$ cat src/rtl/axi_lite_arbiter.sv
// Arbitrates NREQ simple-handshake requesters onto one AXI4-Lite master port, one transaction at a time.
// Optional macro ARB_ROUND_ROBIN_EN selects round-robin arbitration; otherwise fixed priority (lowest index).
module axi_lite_arbiter #(
  parameter int unsigned NREQ = 2,
  parameter logic [2:0]  PROT = 3'b000
) (
  input  logic                 clk,
  input  logic                 rstn,
  input  logic [NREQ-1:0]      req,
  input  logic [NREQ-1:0]      we,
  input  logic [32*NREQ-1:0]   addr,
  input  logic [32*NREQ-1:0]   wdata,
  input  logic [4*NREQ-1:0]    wstrb,
  output logic [NREQ-1:0]      done,
  output logic [31:0]          rdata,
  output logic [1:0]           resp,
  output logic [31:0]          axi_araddr,
  output logic                 axi_arvalid,
  input  logic                 axi_arready,
  output logic [2:0]           axi_arprot,
  input  logic [31:0]          axi_rdata,
  input  logic [1:0]           axi_rresp,
  input  logic                 axi_rvalid,
  output logic                 axi_rready,
  output logic [31:0]          axi_awaddr,
  output logic                 axi_awvalid,
  input  logic                 axi_awready,
  output logic [2:0]           axi_awprot,
  output logic [31:0]          axi_wdata,
  output logic [3:0]           axi_wstrb,
  output logic                 axi_wvalid,
  input  logic                 axi_wready,
  input  logic [1:0]           axi_bresp,
  input  logic                 axi_bvalid,
  output logic                 axi_bready
);

  localparam int unsigned IW = (NREQ > 1) ? $clog2(NREQ) : 1;

  typedef enum logic [2:0] {IDLE, RADDR, RDATA, WADDR, WRESP} state_t;

  state_t          state;
  logic [IW-1:0]   gnt;
  logic [IW-1:0]   win;
  logic [31:0]     sel_addr;
  logic [31:0]     sel_wdata;
  logic [3:0]      sel_wstrb;
  logic            sel_we;
  logic            aw_ok;
  logic            w_ok;

  assign axi_arprot = PROT;
  assign axi_awprot = PROT;

`ifdef ARB_ROUND_ROBIN_EN
  logic [IW-1:0] ptr;
  logic [IW-1:0] hi_win;
  logic [IW-1:0] lo_win;
  logic          hi_found;
  logic          lo_found;

  // First requester above the pointer wins; otherwise wrap to the lowest pending index.
  always_comb begin
    hi_win   = '0;
    lo_win   = '0;
    hi_found = 1'b0;
    lo_found = 1'b0;
    for (int unsigned i = 0; i < NREQ; i++) begin
      if (req[i] && (i > 32'(ptr)) && !hi_found) begin
        hi_win   = IW'(i);
        hi_found = 1'b1;
      end
      if (req[i] && !lo_found) begin
        lo_win   = IW'(i);
        lo_found = 1'b1;
      end
    end
    win = hi_found ? hi_win : lo_win;
  end
`else
  logic found;

  always_comb begin
    win   = '0;
    found = 1'b0;
    for (int unsigned i = 0; i < NREQ; i++) begin
      if (req[i] && !found) begin
        win   = IW'(i);
        found = 1'b1;
      end
    end
  end
`endif

  always_comb begin
    sel_addr  = '0;
    sel_wdata = '0;
    sel_wstrb = '0;
    sel_we    = 1'b0;
    for (int unsigned i = 0; i < NREQ; i++) begin
      if (IW'(i) == win) begin
        sel_addr  = addr[32*i +: 32];
        sel_wdata = wdata[32*i +: 32];
        sel_wstrb = wstrb[4*i +: 4];
        sel_we    = we[i];
      end
    end
  end

  // A channel counts as accepted once its valid has dropped or is being taken this cycle.
  assign aw_ok = !axi_awvalid || axi_awready;
  assign w_ok  = !axi_wvalid  || axi_wready;

  always_ff @(posedge clk or negedge rstn) begin
    if (!rstn) begin
      state       <= IDLE;
      gnt         <= '0;
      done        <= '0;
      rdata       <= '0;
      resp        <= '0;
      axi_araddr  <= '0;
      axi_arvalid <= 1'b0;
      axi_rready  <= 1'b0;
      axi_awaddr  <= '0;
      axi_awvalid <= 1'b0;
      axi_wdata   <= '0;
      axi_wstrb   <= '0;
      axi_wvalid  <= 1'b0;
      axi_bready  <= 1'b0;
`ifdef ARB_ROUND_ROBIN_EN
      ptr         <= IW'(NREQ - 1);
`endif
    end else begin
      done <= '0;
      case (state)
        IDLE: begin
          if (|req) begin
            gnt <= win;
`ifdef ARB_ROUND_ROBIN_EN
            ptr <= win;
`endif
            if (sel_we) begin
              axi_awaddr  <= sel_addr;
              axi_wdata   <= sel_wdata;
              axi_wstrb   <= sel_wstrb;
              axi_awvalid <= 1'b1;
              axi_wvalid  <= 1'b1;
              state       <= WADDR;
            end else begin
              axi_araddr  <= sel_addr;
              axi_arvalid <= 1'b1;
              state       <= RADDR;
            end
          end
        end
        RADDR: begin
          if (axi_arready) begin
            axi_arvalid <= 1'b0;
            axi_rready  <= 1'b1;
            state       <= RDATA;
          end
        end
        RDATA: begin
          if (axi_rvalid) begin
            rdata      <= axi_rdata;
            resp       <= axi_rresp;
            axi_rready <= 1'b0;
            done[gnt]  <= 1'b1;
            state      <= IDLE;
          end
        end
        WADDR: begin
          if (axi_awvalid && axi_awready) axi_awvalid <= 1'b0;
          if (axi_wvalid && axi_wready)   axi_wvalid  <= 1'b0;
          if (aw_ok && w_ok) begin
            axi_bready <= 1'b1;
            state      <= WRESP;
          end
        end
        WRESP: begin
          if (axi_bvalid) begin
            resp       <= axi_bresp;
            axi_bready <= 1'b0;
            done[gnt]  <= 1'b1;
            state      <= IDLE;
          end
        end
        default: state <= IDLE;
      endcase
    end
  end

endmodule

$ cat config.mk
export PLATFORM = sky130hd
export DESIGN_NAME = axi_lite_arbiter
export DESIGN_NICKNAME = d
export VERILOG_FILES = /design/src/rtl/axi_lite_arbiter.sv
export SDC_FILE = /design/constraint.sdc
export NUM_CORES = 1
export LEC_CHECK = 0
export CORE_AREA = 2 2 128 130
export DETAILED_ROUTE_END_ITERATION = 6
export DIE_AREA = 0 0 130 132
export DONT_BUFFER_PORTS = 1
export SLEW_MARGIN = 20
export SYNTH_ARGS = -nofsm -noshare
export SYNTH_HDL_FRONTEND = slang
export SYNTH_SLANG_ARGS = --single-unit
$ cat constraint.sdc
create_clock -name clk -period 1.8 [get_ports clk]
set_input_delay 0.27 -clock clk [delete_from_list [all_inputs] [get_ports clk]]
set_output_delay 0.27 -clock clk [all_outputs]
set_load 0.01 [all_outputs]
==> results.yml <==
synth:
  synth_area_leaders: "dfrtp_1 59%, mux2i_1 11%, a21oi_1 7.9%, nor2_1 6.7%, nand2_1 6.4%"
  postSynthCellCount: 617
  synth_edf_count: 0
  ys.flop_type: "dfrtp_1"
  synth-seq-cells: 145
  yosysSeqAreaShare_pct: 58.7
  synth_top_cell_area_share_pct: 58.7
  yosysWarningCount: 0
  syn_area_sq_mm: 0.00618
  async_flop_share_pct: 100
  synth_area_leader_cell: "dfrtp_1"
  avgSynthCellArea_sq_um: 10.0
  synth_cell_types: 30
sta:
  period_minus_slack_ns: 1.69
  finalClockSkew_ns: 0.00616
  fin_crit_sh_pct: 94.0
  hold_viol: 145
  hold_ws_ns: -0.446
  rsz0062_at_grt: "true"
  setup_tns_ns: 0
  clock.fmax_mhz: 591
  finalMaxSlewViolations: 0
  finalSetupViolCount: 0
floorplan:
  core_area_sq_mm: 0.0157
  dieArea_sq_mm: 0.0172
  die_h_um: 132
  die_w_um: 130
  rows: 46
  io_pins: 330
  start_util_pct: 39.3
drt:
  drtIter0Drc: 202
  first_pass_iters: 5
  vias_per_cell: 5.20
  drc: 0
  vias: 4526
  routed_wl_mm: 16.4
  detail-route-antenna-nets: 0
  wire_per_inst_um: 18.8
setup_path:
  cp_data_required_time_ns: 2.10
  slowest_delay_ns: 0.38
  setup.worst_path.start_class: "register"
  arrival_ns: 1.99
  setup.worst_path.class: "register to register"
  crit_fanout: 22
  path_cells: "buf_4 > nor2_1 > nand3_1 > buf_4 > nand2_1 > nand2_1"
  cp_slowest_cell: "dfrtp_1"
  worstSetupEndpointType: "register"
cts:
  cts_htree_levels: 4
  cts_buffers: 17
  root_buffer: "clkbuf_16"
  clk_latency_ns: 0.41
  clkTransAtPathRegs_ns: 0.06
  clockBufferDepth: 2
  ctsHoldBuffers: 32
  cts_tree: "built"
  clock-sinks: 145
global_route:
  first_global_vias: 4494
  grtUsageTotal_pct: 18.7
  grt_max_degree: 146
  antenna_found_initial: 0
  grt_pass1_wl_mm: 24.6
  grt_overflow: 0
place:
  place_area_sq_mm: 0.00639
  hpwl_mm: 11.7
  gp_congestion: 0.801
  numPortBuffers: 0
final_layout:
  synthToLayoutAreaGrowth_pct: 19.0
  nets: 825
  drive_above_1_share_pct: 9.01
  antenna_cells: 0
  design_area_sq_mm: 0.00735
  fill_cells: 1454
  postLayoutCoreUtil_pct: 46.8
worst_hold_path:
  min_path_type: "primary input to async pin"
run_status:
  violations: "negative hold slack"
  status: "finished, violations left"
power_and_ir_drop:
  p_leak_nw: 3.51
  p_per_area_mw_per_mm2: 1840
  ir_worst_vdd_mv: 0.752
job:
  drv_cap: 0
-- synthesized netlist by cell type, types with 2 or more instances --
cell type and n:
buf_2 23, o22ai_1 4, o21ai_0 3, nor2_1 110, dfrtp_1 145, buf_4 9, nand2_1 106, mux2i_1 68
nand2b_1 2, a21oi_2 9, a21oi_1 98, buf_6 2, clkbuf_1 10, nand3b_1 2, inv_1 7, nand3_1 5
-- timing repair --
item,in CTS,in global routing
hold endpoints to repair,177,145
setup buffers,0,0
setup endpoints to repair,0,3
resized for setup,0,1
-- worst max-delay path, delay by kind of cell, from the launching register on --
family                 cells  cell delay (ns)
AND/OR/NAND/NOR            4             0.72
flip-flops                 1             0.38
buffers and inverters      2             0.47
-- per-layer routing --
layer	routed length (um)	share of wire [%]	track usage, %	vias to the layer above
met5	0	0	0	-
met2	8500	52	32.8	251
met4	289	1.8	6.87	0
met3	1690	10	7.71	18
met1	5930	36	20.0	2158
li1	-	-	-	2099
-- metrics by stage --
stage               power, mW  std cells  worst slack (ns)
floorplan                8.80        622             0.128
global placement         9.62        807             0.180
detailed placement       9.80        807             0.110
CTS                      13.7        871            0.0955
global route             14.5        871          -0.00442
finish                   13.6        871             0.107
-- final timing paths --
| path | startpoint | endpoint | slack (ns) | depth (start not counted) |
|---|---|---|---|---|
| max in group asynchronous | rstn | axi_rready | 2.08 | 0 |
| hold / removal | rstn | axi_wdata[6] | -0.45 | 0 |
| hold reg to reg | gnt | done[0] | 0.46 | 1 |
| setup reg to reg | state[0] | rdata[8] | 0.11 | 6 |
| min in group clk | axi_rdata[18] | rdata[18] | 0.04 | 2 |
| setup / recovery | state[0] | rdata[8] | 0.11 | 6 |
-- cells by family (layout without fill, tap and decap cells) --
logic type,after synthesis,in the layout,share of synthesized area [%]
multiplexers,68,68,11.0
other,1,6,0.0607
buffers and inverters,51,84,4.35
AO/OA/AOI/OAI,121,121,11.2
AND/OR/NAND/NOR,231,231,14.7
flip-flops,145,145,58.7
-- power breakdown --
part | internal (mW) | switching (mW)
registers | 4.83 | 1.95
clock network | 2.40 | 1.38
logic | 1.25 | 1.75
total | 8.48 | 5.09
-- registers in the layout, summed over array words and instances (netlist names) --
name	cells
axi_awaddr	32
axi_rready	1
axi_wdata	32
resp	2
state	3
axi_wstrb	4
axi_arvalid	1
axi_awvalid	1
axi_araddr	32
gnt	1
axi_wvalid	1
rdata	32
axi_bready	1
done	2
-- cells in the final DEF (no fill, tap or decap), drive strengths merged --
cell type,n
nor2,110
a21oi,108
bufinv,4
and3b,1
clkbuf,19
nor3,1
a31o,1
inv,9
a2111oi,1
nand2b,2
dlygate4sd3,32
nand2,106
o22ai,4
clkinv,6
nand3b,2
and2,1
nand3,5
nor2b,1
o21a,1
dfrtp,145
a21boi,1
buf,13
clkinvlp,1
a211o,1
and3,1
conb,6
or3,1
o21ai,3
a31oi,1
mux2i,68
-- area by class of cell --
type,count,area (sq um),share of cell area (%)
flip-flops and latches,145,3630,49.3
well taps,216,270,3.67
repair buffers,45,484,6.58
clock buffers,19,453,6.16
inverters,7,26.3,0.357
multi-input cells,426,2310,31.4
clock inverters,13,183,2.48
No activity file was read; power rests on OpenSTA's default activity.
